==> src/rtl/mc_pkg.sv <==
// mc_pkg: opcodes, functs, FSM state encoding and ALUcontrol codes shared by the multi-cycle core.
package mc_pkg;
  localparam logic [5:0] OP_RTYPE = 6'h00, OP_J = 6'h02, OP_JAL = 6'h03, OP_BEQ = 6'h04, OP_BNE = 6'h05;
  localparam logic [5:0] OP_ADDI = 6'h08, OP_SLTI = 6'h0A, OP_ANDI = 6'h0C, OP_ORI = 6'h0D;
  localparam logic [5:0] OP_XORI = 6'h0E, OP_LUI = 6'h0F, OP_LW = 6'h23, OP_SW = 6'h2B;
  localparam logic [5:0] F_SLL = 6'h00, F_SRL = 6'h02, F_JR = 6'h08, F_ADD = 6'h20, F_ADDU = 6'h21;
  localparam logic [5:0] F_SUB = 6'h22, F_SUBU = 6'h23, F_AND = 6'h24, F_OR = 6'h25, F_XOR = 6'h26;
  localparam logic [5:0] F_NOR = 6'h27, F_SLT = 6'h2A;
  localparam logic [3:0] ALU_AND = 4'd0, ALU_OR = 4'd1, ALU_ADD = 4'd2, ALU_SLL = 4'd3, ALU_SRL = 4'd4;
  localparam logic [3:0] ALU_LUI = 4'd5, ALU_SUB = 4'd6, ALU_SLT = 4'd7, ALU_NOR = 4'd8, ALU_XOR = 4'd9;
  typedef enum logic [3:0] {
    FETCH, DECODE, MEMADR, MEMRD, MEMWB, MEMWR, EXEC_R, RWB, BRANCH, JUMP, EXEC_I, IWB, JAL, JR
  } state_t;
  typedef enum logic [2:0] {CL_NONE, CL_ADDR, CL_R, CL_I, CL_BR} cls_t;
  // FETCH doubles as the "unsupported opcode" target
  function automatic state_t decode_next(input logic [5:0] op, input logic [5:0] funct);
    case (op)
      OP_LW, OP_SW: return MEMADR;
      OP_RTYPE: return funct == F_JR ? JR : EXEC_R;
      OP_BEQ, OP_BNE: return BRANCH;
      OP_J: return JUMP;
      OP_JAL: return JAL;
      OP_ADDI, OP_SLTI, OP_ANDI, OP_ORI, OP_XORI, OP_LUI: return EXEC_I;
      default: return FETCH;
    endcase
  endfunction
endpackage

==> src/rtl/mc_alu_decoder.sv <==
// mc_alu_decoder: maps state class and Op/Funct to ALUcontrol, ExtOp and an unsupported-funct flag.
module mc_alu_decoder
  import mc_pkg::*;
#(
  parameter int ALUC_W = 4
) (
  input  cls_t              cls,
  input  logic [5:0]        op,
  input  logic [5:0]        funct,
  output logic [ALUC_W-1:0] aluc,
  output logic              extop,
  output logic              funct_illegal
);
  logic [3:0] code;
  always_comb begin
    code = ALU_ADD;
    extop = 1'b0;
    funct_illegal = 1'b0;
    case (cls)
      CL_ADDR: extop = 1'b1;
      CL_BR: code = ALU_SUB;
      CL_R:
        case (funct)
          F_ADD, F_ADDU: code = ALU_ADD;
          F_SUB, F_SUBU: code = ALU_SUB;
          F_AND: code = ALU_AND;
          F_OR: code = ALU_OR;
          F_XOR: code = ALU_XOR;
          F_NOR: code = ALU_NOR;
          F_SLT: code = ALU_SLT;
          F_SLL: code = ALU_SLL;
          F_SRL: code = ALU_SRL;
          default: funct_illegal = 1'b1;
        endcase
      CL_I:
        case (op)
          OP_SLTI: begin code = ALU_SLT; extop = 1'b1; end
          OP_ANDI: code = ALU_AND;
          OP_ORI: code = ALU_OR;
          OP_XORI: code = ALU_XOR;
          OP_LUI: code = ALU_LUI;
          default: extop = 1'b1;
        endcase
      default: ;
    endcase
  end
  assign aluc = ALUC_W'(code);
endmodule

==> src/rtl/mc_control_fsm.sv <==
// mc_control_fsm: Moore control sequencer for the multi-cycle MIPS datapath.
module mc_control_fsm
  import mc_pkg::*;
#(
  parameter int STATE_W = 4,
  parameter int ALUC_W  = 4
) (
  input  logic               clk,
  input  logic               rst,
  input  logic [5:0]         Op,
  input  logic [5:0]         Funct,
  input  logic               Zero,
  output logic               PCWriteEn,
  output logic               IorD,
  output logic               MemRead,
  output logic               MemWrite,
  output logic               IRWrite,
  output logic [1:0]         RegDst,
  output logic [1:0]         MemtoReg,
  output logic               RegWrite,
  output logic               ALUSrcA,
  output logic [1:0]         ALUSrcB,
  output logic               ExtOp,
  output logic [1:0]         PCSource,
  output logic [ALUC_W-1:0]  ALUcontrol,
  output logic               Illegal,
  output logic [STATE_W-1:0] State
);
  state_t st;
  cls_t cls;
  logic [ALUC_W-1:0] aluc;
  logic ext, fill;
  assign cls = (st == DECODE || st == MEMADR) ? CL_ADDR : st == EXEC_R ? CL_R :
               st == EXEC_I ? CL_I : st == BRANCH ? CL_BR : CL_NONE;
  mc_alu_decoder #(.ALUC_W(ALUC_W)) u_dec (
    .cls(cls), .op(Op), .funct(Funct), .aluc(aluc), .extop(ext), .funct_illegal(fill)
  );
  always_ff @(posedge clk) begin
    if (rst) st <= FETCH;
    else
      case (st)
        FETCH: st <= DECODE;
        DECODE: st <= decode_next(Op, Funct);
        MEMADR: st <= Op == OP_SW ? MEMWR : MEMRD;
        MEMRD: st <= MEMWB;
        EXEC_R: st <= fill ? FETCH : RWB;
        EXEC_I: st <= IWB;
        default: st <= FETCH;
      endcase
  end
  always_comb begin
    PCWriteEn = 1'b0;
    IorD = 1'b0;
    MemRead = 1'b0;
    MemWrite = 1'b0;
    IRWrite = 1'b0;
    RegDst = 2'b00;
    MemtoReg = 2'b00;
    RegWrite = 1'b0;
    ALUSrcA = 1'b0;
    ALUSrcB = 2'b00;
    PCSource = 2'b00;
    case (st)
      FETCH: begin MemRead = 1'b1; IRWrite = 1'b1; ALUSrcB = 2'b01; PCWriteEn = 1'b1; end
      DECODE: ALUSrcB = 2'b11;
      MEMADR: begin ALUSrcA = 1'b1; ALUSrcB = 2'b10; end
      MEMRD: begin MemRead = 1'b1; IorD = 1'b1; end
      MEMWB: begin RegWrite = 1'b1; MemtoReg = 2'b01; end
      MEMWR: begin MemWrite = 1'b1; IorD = 1'b1; end
      EXEC_R: ALUSrcA = 1'b1;
      RWB: begin RegWrite = 1'b1; RegDst = 2'b01; end
      EXEC_I: begin ALUSrcA = 1'b1; ALUSrcB = 2'b10; end
      IWB: RegWrite = 1'b1;
      BRANCH: begin ALUSrcA = 1'b1; PCSource = 2'b01; PCWriteEn = Zero ^ (Op == OP_BNE); end
      JUMP: begin PCSource = 2'b10; PCWriteEn = 1'b1; end
      JAL: begin PCSource = 2'b10; PCWriteEn = 1'b1; RegWrite = 1'b1; RegDst = 2'b10; MemtoReg = 2'b10; end
      JR: begin PCSource = 2'b11; PCWriteEn = 1'b1; end
      default: ;
    endcase
    // reset suppresses every write so an aborted instruction leaves no trace
    if (rst) begin
      {PCWriteEn, IorD, MemRead, MemWrite, IRWrite, RegDst, MemtoReg, RegWrite} = '0;
      {ALUSrcA, ALUSrcB, PCSource} = '0;
    end
  end
  assign ExtOp = rst ? 1'b0 : ext;
  assign ALUcontrol = rst ? ALUC_W'(ALU_ADD) : aluc;
  assign Illegal = !rst && ((st == DECODE && decode_next(Op, Funct) == FETCH) || (st == EXEC_R && fill));
  assign State = STATE_W'(st);
endmodule

==> config.mk <==
export PLATFORM = sky130hd
export DESIGN_NAME = mc_control_fsm
export DESIGN_NICKNAME = d
export VERILOG_FILES = /design/src/rtl/mc_pkg.sv /design/src/rtl/mc_alu_decoder.sv /design/src/rtl/mc_control_fsm.sv
export SDC_FILE = /design/constraint.sdc
export NUM_CORES = 1
export LEC_CHECK = 0
export CAP_MARGIN = 25
export CORE_MARGIN = 2
export CORE_UTILIZATION = 44
export CTS_BUF_LIST = sky130_fd_sc_hd__clkbuf_4 sky130_fd_sc_hd__clkbuf_8 sky130_fd_sc_hd__clkbuf_16
export DETAILED_ROUTE_END_ITERATION = 12
export GPL_ROUTABILITY_DRIVEN = 0
export MAX_ROUTING_LAYER = met4
export PLACE_DENSITY = 0.95
export SLEW_MARGIN = 20
export SYNTH_ARGS = -nofsm -noshare
export SYNTH_HDL_FRONTEND = slang
export SYNTH_SLANG_ARGS = --single-unit
==> constraint.sdc <==
create_clock -name clk -period 2.2 [get_ports clk]
set_input_delay 0.33 -clock clk [delete_from_list [all_inputs] [get_ports clk]]
set_output_delay 0.33 -clock clk [all_outputs]
set_load 0.02 [all_outputs]
==> flow_summary.toml <==
[outcome]
outcome = "finished clean"

[yosys]
synthArstFlopShare = 0
synth_simple_gate_area_frac = 0.491
ys_seq_elements = 4
yosysSeqAreaShare = 0.0922
synth_edf_count = 0
syn-cell-area_um2 = 868
avgSynthCellArea_um2 = 6.25
synthCells = 139
synth-xor-area-share = 0.0403
synthMuxAreaShare = 0.0115
ys.flop_type = "dfxtp_1"
synthAdderAreaFrac = 0.0115
ys_types = 41
yosys_warnings = 0
synth_top_family_by_area = "simple AND/OR/NAND/NOR gates"
synth_compound_area_frac = 0.268
syn-num-nets = 154

[routing]
antenna_left = 0
dr.first_iter.drc_count = 95
firstDrtPassIters = 5
wl_per_cell_um = 18.0
finalWirelength_mm = 4.32
drc = 0
num_vias = 1501
vias_per_cell = 6.25

[finish]
largest_reg_flops = 4
final_util = 0.844
area_growth_pct = 84.9
drive_gt1_frac = 0.319
antenna_cells = 0
fin_nets = 230

[floorplan]
core_um2 = 1900
ios = 40
core.rowCount = 16
fp.dieH_um = 48.4
start_util = 0.457
die_w_um = 48.4
dieArea_um2 = 2340

[timing]
fin_crit_ps = 2180
clock.fmax_ghz = 0.459
setup_violations = 0
fin_setup_tns_ps = 0
worst_pin_slew_ps = 335
skew_ps = 10.4
finalCritPeriodShare = 0.990
maxSlewHeadroom = 0.775
finalHoldViolCount = 0
slew_viol_final = 0

[setup_path]
rr_endpoint = "State[1]"
crit_path_cell_trace = "clkdlybuf4s50_1 -> or4_4 -> a21oi_1 -> o21ai_2 -> o41ai_1 -> buf_2"
worstReg2RegStart = "State[1]"
r2r_slack_ps = 440
r2r_cells = 6
crit_fanout = 2
worstPathArrival_ps = 1850
path_class = "in2out"
cp.required_ps = 1870
critPathCaptureType = "primary output"
critPathLaunchType = "input pin"
cp_slowest_stage_delay_ps = 500
critPathSlowestCell = "or4_4"

[global_route]
grt-ovfl-total = 0
grt_pass1_vias = 1478
grt_max_degree = 17
grt_use_total = 0.367
grt_pass1_wl_mm = 6.58
antenna_found_initial = 0

[clock_tree]
root_buffer = "clkbuf_4"
cts_tree = "built"
cts.clk_slew.worst_paths_ps = 50
cts_buffers = 3
h-tree-depth = 1
post_cts_buffers = 0
hold_buffers = 0
clkSinkCount = 4
clkLatencyLatePin_ps = 250
clockBufferDepth = 2

[worst_hold_path]
worstHoldStart = "Op[3]"
min_to = "State[3]"
whs_path_depth = 3
hold_path.class = "in2reg"

[pwr]
p_per_area_nw_per_um2 = 267
vdd_drop_max_mv = 0.238
p_leak_nw = 0.771

[place]
dp.final_hpwl_mm = 3.03
port_buffers = 39

[flow_run]
cap_violations = 0
==> Yosys cell counts, drive strengths merged, types with 2 or more instances <==
| master | n | area [um^2] |
|---|---|---|
| xor2 | 3 | 26.3 |
| a21oi | 16 | 80.1 |
| nor2 | 18 | 70.1 |
| nor3b | 6 | 45.0 |
| or4 | 2 | 15.0 |
| o21ai | 7 | 35.0 |
| nand2 | 8 | 30.0 |
| nand4b | 2 | 17.5 |
| or3 | 4 | 25.0 |
| nand2b | 8 | 57.6 |
| dfxtp | 4 | 80.1 |
| clkbuf | 5 | 18.8 |
| buf | 8 | 43.8 |
| and3 | 2 | 12.5 |
| nand4 | 4 | 25.0 |
| a31oi | 3 | 18.8 |
| nor2b | 5 | 31.3 |
| inv | 3 | 11.3 |
| nand3 | 2 | 10.0 |
| a22oi | 2 | 15.0 |
| o21a | 2 | 15.0 |
| nor3 | 9 | 45.0 |
| nor4 | 4 | 25.0 |
==> worst max-delay path: cells and delay by family <==
family	cells	cell delay, ps
buffers and inverters	2	680
AND/OR/NAND/NOR	1	500
AO/OA/AOI/OAI	3	340
==> stage by stage <==
step           setup slack, ps  area [um^2]  hold slack (ps)  total power, mW  instances
2_1_floorplan              134          868              465            0.185        139
3_3_place_gp              -450         1570              745            0.304        237
3_5_place_dp              -491         1570              779            0.317        237
4_1_cts                  -74.2         1590              765            0.407        240
5_1_grt                  -32.3         1610              485            0.447        240
6_report                  21.1         1610              437            0.429        240
==> worst max path at each step <==
stage | start | end | slack, ps | depth (start not counted)
CTS | Op[3] | PCWriteEn | -70 | 6
detailed placement | Op[5] | PCWriteEn | -490 | 6
finish | rst | Illegal | 20 | 6
global placement | Op[3] | ALUcontrol[3] | -450 | 6
floorplan | State[3] | IRWrite | 130 | 3
global route | rst | Illegal | -30 | 6
==> final cells by class <==
cell class / instances / area [um^2]
sequential: 4 / 81.3
fill: 114 / 297
timing repair buffer: 84 / 692
clock buffer: 3 / 22.5
multi-input combinational: 119 / 764
tap: 27 / 33.8
inverter: 3 / 11.3
==> report_power, final <==
group | switching (mW) | total [mW] | leakage [nW] | internal [mW]
logic | 0.128 | 0.245 | 0.724 | 0.117
registers | 0.00432 | 0.0800 | 0.0331 | 0.0757
clock network | 0.0416 | 0.103 | 0.0138 | 0.0618
==> routing by layer <==
| layer | up-vias | track usage | part of all wire |
|---|---|---|---|
| li1 | 660 | - | - |
| met1 | 683 | 0.346 | 0.34 |
| met2 | 128 | 0.667 | 0.51 |
| met3 | 30 | 0.0802 | 0.099 |
| met4 | 0 | 0.243 | 0.053 |
| met5 | - | - | 0 |
==> cell families (layout without fill, tap and decap cells) <==
kind of cell | after synthesis | count (layout)
adders and majority gates | 1 | 1
AOI/OAI and AO/OA | 37 | 37
buffers and inverters | 16 | 90
xor gates and xnor gates | 4 | 4
and+or+nand+nor | 76 | 76
DFF | 4 | 4
muxes | 1 | 1
==> cell usage in the layout (no fill, tap or decap), types with 4 or more instances in the layout <==
master / synthesis / layout
buf_4: 0 / 45
nor2_1: 17 / 16
a21oi_1: 16 / 16
dlygate4sd2_1: 0 / 15
clkdlybuf4s50_1: 0 / 13
nand2_1: 8 / 8
nand2b_1: 7 / 7
nor3_1: 9 / 6
nor3b_1: 6 / 5
dlymetal6s2s_1: 0 / 5
nor4_1: 4 / 4
nand4_1: 4 / 4
nor2b_1: 5 / 4
o21ai_0: 4 / 4
==> timing repair <==
action / CTS / global route
setup endpoints to repair: 19 / 10
resized for setup: 37 / 18
pin swaps: 1 / 1
Power figures use the tool's default switching activity.
